<file path="config.mk">
export PLATFORM = sky130hd
export DESIGN_NAME = par_ser
export DESIGN_NICKNAME = d
export VERILOG_FILES = /design/src/rtl/par_ser.sv
export SDC_FILE = /design/constraint.sdc
export NUM_CORES = 1
export LEC_CHECK = 0
export BUFFER_PORTS_ARGS = -buffer_cell sky130_fd_sc_hd__buf_2
export CAP_MARGIN = 20
export CELL_PAD_IN_SITES_DETAIL_PLACEMENT = 0
export CELL_PAD_IN_SITES_GLOBAL_PLACEMENT = 2
export CORE_MARGIN = 1
export CORE_UTILIZATION = 37
export CTS_BUF_LIST = sky130_fd_sc_hd__clkbuf_2
export CTS_CLUSTER_DIAMETER = 80
export DETAILED_ROUTE_END_ITERATION = 8
export GPL_ROUTABILITY_DRIVEN = 0
export HOLD_SLACK_MARGIN = 0.15
export PLACE_DENSITY_LB_ADDON = 0.1
export SETUP_SLACK_MARGIN = 0.3
export SYNTH_ARGS = -nofsm -noshare
export SYNTH_HDL_FRONTEND = slang
export SYNTH_SLANG_ARGS = --single-unit
export TNS_END_PERCENT = 50
</file>
<file path="constraint.sdc">
create_clock -name clk_32f -period 1.9 [get_ports clk_32f]
set_input_delay 0.19 -clock clk_32f [delete_from_list [all_inputs] [get_ports clk_32f]]
set_output_delay 0.19 -clock clk_32f [all_outputs]
set_load 0.1 [all_outputs]
</file>
<file path="src/rtl/par_ser.sv">
// par_ser: transmit-side lane serializer.
// Turns 8-bit parallel words into an MSB-first serial stream, one bit per
// clk_32f cycle. After reset it sends SYNC_COUNT COM characters so the far-end
// receiver can lock. It then accepts user words. A COM idle is sent whenever
// valid_in is low at a word boundary.
//
// Ports:
//   clk_32f   in   bit clock, rising edge
//   reset     in   asynchronous, active-low reset
//   data_in   in   [7:0] parallel word, sampled on a boundary edge
//   valid_in  in   data_in is a real word (else COM is sent)
//   word_req  out  high in the cycle whose ending edge samples data_in/valid_in
//   data_out  out  registered serial bit, MSB first
//   active    out  sync burst finished, user data is being accepted
module par_ser #(
  parameter logic [7:0]  COM        = 8'hBC,
  parameter int unsigned SYNC_COUNT = 4      // legal 1..15
) (
  input  logic       clk_32f,
  input  logic       reset,
  input  logic [7:0] data_in,
  input  logic       valid_in,
  output logic       word_req,
  output logic       data_out,
  output logic       active
);

  typedef enum logic {SYNC, ACTIVE} state_t;

  localparam logic [3:0] SYNC_N = 4'(SYNC_COUNT);

  state_t     state, state_nxt;
  logic [2:0] bit_cnt;
  logic [6:0] shreg;
  logic [3:0] com_cnt, com_cnt_nxt;
  logic [7:0] word;
  logic       boundary;
  logic       sync_done;

  assign boundary  = (bit_cnt == 3'd0);
  assign sync_done = (com_cnt == SYNC_N);

  // The last SYNC boundary already samples user input, so the request goes
  // out one word before the FSM actually reaches ACTIVE.
  assign word_req = reset && boundary && (state == ACTIVE || sync_done);

  // next-state and word selection; only acts on boundary edges
  always_comb begin
    state_nxt   = state;
    com_cnt_nxt = com_cnt;
    word        = COM;
    if (boundary) begin
      unique case (state)
        SYNC: begin
          if (!sync_done) begin
            word        = COM;
            com_cnt_nxt = com_cnt + 4'd1;
          end else begin
            // enter ACTIVE and take the first user word on the same edge
            state_nxt = ACTIVE;
            word      = valid_in ? data_in : COM;
          end
        end
        ACTIVE: word = valid_in ? data_in : COM;
        default: ;
      endcase
    end
  end

  // control state
  always_ff @(posedge clk_32f or negedge reset) begin
    if (!reset) begin
      state   <= SYNC;
      com_cnt <= 4'd0;
      active  <= 1'b0;
    end else begin
      state   <= state_nxt;
      com_cnt <= com_cnt_nxt;
      active  <= (state_nxt == ACTIVE);
    end
  end

  // serializer datapath: bit 7 leaves on the boundary edge, the remaining
  // seven bits drain from the shift register on the following edges
  always_ff @(posedge clk_32f or negedge reset) begin
    if (!reset) begin
      bit_cnt  <= 3'd0;
      shreg    <= 7'd0;
      data_out <= 1'b0;
    end else if (boundary) begin
      data_out <= word[7];
      shreg    <= word[6:0];
      bit_cnt  <= 3'd1;
    end else begin
      data_out <= shreg[6];
      shreg    <= {shreg[5:0], 1'b0};
      bit_cnt  <= bit_cnt + 3'd1;   // wraps 7 -> 0 onto the next boundary
    end
  end

endmodule

</file>
# --- Word-level counts from Yosys, hierarchy flattened ---
# Cells that the tools add are included.
# W data, S select, Z words.
totals:
  ram_bits: 0
  mem_bits_ro: 0
  register_bits: 16
  wordCells: 23
  latch_bits: 0
  output_inout_bits: 3
  n_memories: 0
op_classes:
  shift: 0
  n_addsub: 2
  n_mul: 0
  bitwise: 2
  muxes: 8
  n_div: 0
  eq_ne: 1
  reduce_logical: 5
  order_cmp: 0
ops:
  columns: ["operator", "n"]
  rows:
  - ["$mux W8", 2]
  - ["$pmux W8 S2", 1]
  - ["$mux W7", 1]
  - ["$add A4 B1 Y4 const B", 1]
  - ["$eq A4 B3 Y1 const B", 1]
  - ["$add A3 B1 Y3 const B", 1]
  - ["$logic_not A3 Y1", 1]
  - ["$mux W1", 3]
  - ["$mux W3", 1]
  - ["$reduce_and A3 Y1", 1]
  - ["$logic_and A1 B1 Y1", 2]
  - ["$not A1 Y1", 2]
  - ["$logic_or A1 B1 Y1", 1]

# --- Depth between registers and ports, before layout ---
depth:
  depth_word: 4
  depth_mapped: 5
  mapped_depth_nobuf: 5

# --- Worst setup path before layout ---
# OpenSTA, ideal clock, no wires.
synth_timing:
  kind: "reg2out"
  from: "register state"
  to: "output word_req"
  t_required_ns: 1.710
  t_arrival_ns: 2.137
  path_slack_ns: -0.427
  stages_incl_launch_ff: 4
  path_cell_list: "dfrtp_1 -> inv_1 -> a21oi_1 -> and2_1"
synth_via:
  elab_chain_cells: 2
synth_lines:
  columns: ["element", "line", "rtl"]
  rows:
  - ["start: declaration", "32", "state_t state, state_nxt;"]
  - ["start signal: assignment", "77", "state <= state_nxt;"]
  - ["$logic_or A1 B1 Y1", "45", "assign word_req = reset && boundary && (state == ACTIVE || sync_done);"]
  - ["$logic_and A1 B1 Y1", "45", null]
  - ["end: declaration", "23", "output logic word_req,"]
# Every way passes these cells.

# --- Final worst setup path ---
layout_timing:
  from: "register com_cnt[0]"
  to: "output word_req"
layout_via:
  elab_chain_cells: 3
layout_lines:
  columns: ["element", "line", "rtl"]
  rows:
  - ["start: declaration", "35", "logic [3:0] com_cnt, com_cnt_nxt;"]
  - ["start signal: assignment", "78", "com_cnt <= com_cnt_nxt;"]
  - ["$eq A4 B3 Y1", "41", "assign sync_done = (com_cnt == SYNC_N);"]
  - ["$logic_or A1 B1 Y1", "45", null]
  - ["$logic_and A1 B1 Y1", "45", null]
# Every way passes these cells.

==> results by group <==
Cells and area
  – Area Overhead vs Synth: 43.2%
  – # nets final: 100
  – Core Util, Final: around 57%
  – Layout cells sized above 1: 46.4%
  – N_diodes: 0
  – Non-filler cells, final: 109

Timing
  – Worst-Margin Slew: 0.484 ns
  – Fin crit period: 1.65 ns
  – Fin. max-slew vios: 0
  – Fin Hold WS: 0.163 ns
  – TNS Setup: 0 ns
  – Final period util: 86.9%
  – Clock skew: 0.00379 ns
  – Final Hold Vio Count: 0
  – RSZ-0062 raised after global routing: true
  – Relative slew slack: 67.9%
  – # setup viols final: 0
  – Maximum clock rate: a little over 600 MHz

Global route
  – Met2 usage: roughly 22%
  – GRT met1 Usage: between 20% and 30%
  – Grt ovf: 0
  – Largest net degree at the start of global routing: 17
  – Total global-route track usage: 16.3%
  – First-pass GRT wire length: approximately 2.3 mm
  – Vias in the first global route: 490
  – Most Crowded Layer GR: met1
  – Initial antenna violation count: 0
  – Met3 Use GR: 5.95%

Worst hold path
  – Hold Crit Class: input pin to register
  – Hold path depth: 2
  – HP Start: data_in[1]
  – Hold Path Sink: shreg[1]

Clocking
  – Worst-path clk slew: roughly 0.15 ns
  – Clock Sinks: 16
  – CTS Root Cell: clkbuf_2
  – Cts bufs inserted: 3
  – Clk buf depth: 2
  – H-Tree Depth: 1
  – CTS tree: done
  – Clock latency on the worst-skew pair: between 0.2 and 0.3 ns

Floorplan
  – Top-Level Pins: 14
  – Row cnt: 15
  – Core Box Area: about 1800 um2
  – Die area: 2090 um2
  – Die Ht: around 46 um
  – Initial Util: 40.1%
  – Chip Width: 45.7 um

Worst setup path
  – Crit path buffers/inverters: 2
  – Crit path arrival time: 1.46 ns
  – Crit path cell chain: inv_2 > ha_4 > nand3b_4 > a21oi_4 > and2_4 > buf_12
  – R2r startpoint: com_cnt[0]
  – Slowest cell delay on critical path: approximately 0.42 ns
  – Crit end category: primary output
  – Reg-to-Reg End: com_cnt[1]
  – Critical Path Source Type: register
  – Worst r2r path cells: 7
  – CP Max Fanout: 2
  – FF-to-FF setup slack: 0.36 ns
  – Delay-heaviest family, CP: flip-flops
  – Setup Crit Path Kind: register to primary output
  – Crit path required time: 1.71 ns
  – Slowest library cell on the worst path: dfrtp_1

Job
  – Max-Cap Viols: 0

Synth
  – Yosys top cell area share: between 50 and 60%
  – FF+latch count, synth: 16
  – Cell taking the most area after synthesis: dfrtp_1
  – Synthesized area per cell: ~13 um2
  – Syn Nets: 68
  – Ranking of synthesized cells by area: dfrtp_1 57%, ha_1 7.1%, o22a_1 6.2%
  – Synthesized instance count: 53
  – Area of the mapped netlist: slightly above 700 um2
  – Synth cell types: 20
  – Sequential share of the synthesized area: 56.6%
  – Synth warn: 0

Route
  – Initial DRT Pass Iterations: 4
  – Antenna Nets Post-Route: 0
  – DRT iter0 DRCs: 10
  – DRC viols: 0
  – Vias/cell: about 4.8
  – Wire length per cell: 13.3 um
  – Drt total wl: 1.45 mm
  – Vias: 520

Power and ir drop
  – Pleak: 0.474 nW
  – Total power: about 0.56 mW
  – Peak VDD IR: approximately 0.42 mV
  – PwrDens: 550 nW/um2

Place
  – IO Port Bufs: 13
  – Final HPWL from detailed placement: about 870 um
  – Cells after DPL: 92

Run status
  – Run status: completed
[worst max path at each step]
stage	startpoint	endpoint	cells after the start	slack [ns]
after floorplan	com_cnt[0]	word_req	5	0.37
after global placement	com_cnt[0]	word_req	6	0.28
after detailed placement	com_cnt[0]	word_req	6	0.26
after CTS	com_cnt[1]	word_req	6	0.20
after global routing	com_cnt[0]	word_req	6	0.15
final	com_cnt[0]	word_req	6	0.25
[Yosys cell counts]
library cell / number
a211o_1: 1
mux2_4: 1
o22a_1: 5
nor2b_1: 1
nand3b_4: 1
nor2_1: 1
nor3b_4: 1
nand3_1: 2
mux2_2: 1
ha_1: 4
nand2b_4: 1
and3_1: 2
a32o_1: 2
nand2_1: 2
a21oi_1: 1
xnor2_1: 3
dfrtp_1: 16
o21ai_0: 1
and2_1: 1
inv_1: 6
[metal layers]
layer	up-vias	part of all wire [%]
met1	256	48
met4	0	1.2
li1	248	-
met3	2	3.5
met5	-	0
met2	14	47
[registers in the layout (all words and copies together), names as in the netlist]
name      flops
bit_cnt       3
com_cnt       4
data_out      1
shreg         7
state         1
[logic make-up (layout without fill, tap and decap cells)]
group | after synthesis | after routing | share of synthesized area, %
AND/OR/NAND/NOR | 12 | 12 | 14.0
multiplexers | 2 | 2 | 3.72
adder cells (fa/ha/maj) | 4 | 4 | 7.08
buffers and inverters | 6 | 37 | 3.19
flip-flops | 16 | 16 | 56.6
XOR/XNOR | 3 | 3 | 3.72
AO/OA/AOI/OAI | 10 | 10 | 11.7
[stage by stage]
step	setup WS (ns)	instance area, um2
finish	0.248	1010
global route	0.154	1010
CTS	0.200	993
detailed placement	0.263	832
global placement	0.284	832
floorplan	0.374	713
[area by class of cell]
type | instances | area, um2
Sequential cell | 16 | 404
Timing Repair Buffer | 27 | 203
Fill cell | 153 | 752
Tap cell | 25 | 31.3
Inverter | 6 | 22.5
Multi-Input combinational cell | 31 | 332
Clock buffer | 4 | 20.0
[report_power, final]
part | switching (mW) | internal [mW]
clock network | 0.100 | 0.0558
logic | 0.0237 | 0.0252
registers | 0.00291 | 0.349
[cell usage in the layout, fill, tap and decap left out, types with 3 or more instances in the layout]
| cell type | synthesis | final |
|---|---|---|
| dfrtp_1 | 16 | 15 |
| buf_2 | 0 | 12 |
| dlygate4sd3_1 | 0 | 7 |
| buf_4 | 0 | 7 |
| o22a_1 | 5 | 5 |
| inv_2 | 0 | 4 |
| clkbuf_2 | 0 | 4 |
| xnor2_1 | 3 | 3 |
[repair_timing]
item                                   in CTS  in global routing
endpoints found under the hold margin      22                  0
pin swaps                                   3                  2
hold buffers                                7                  0
setup endpoints to repair                   1                  7
setup buffers                               6                  0
resized for setup                           5                  6
Power figures use the tool's default switching activity.
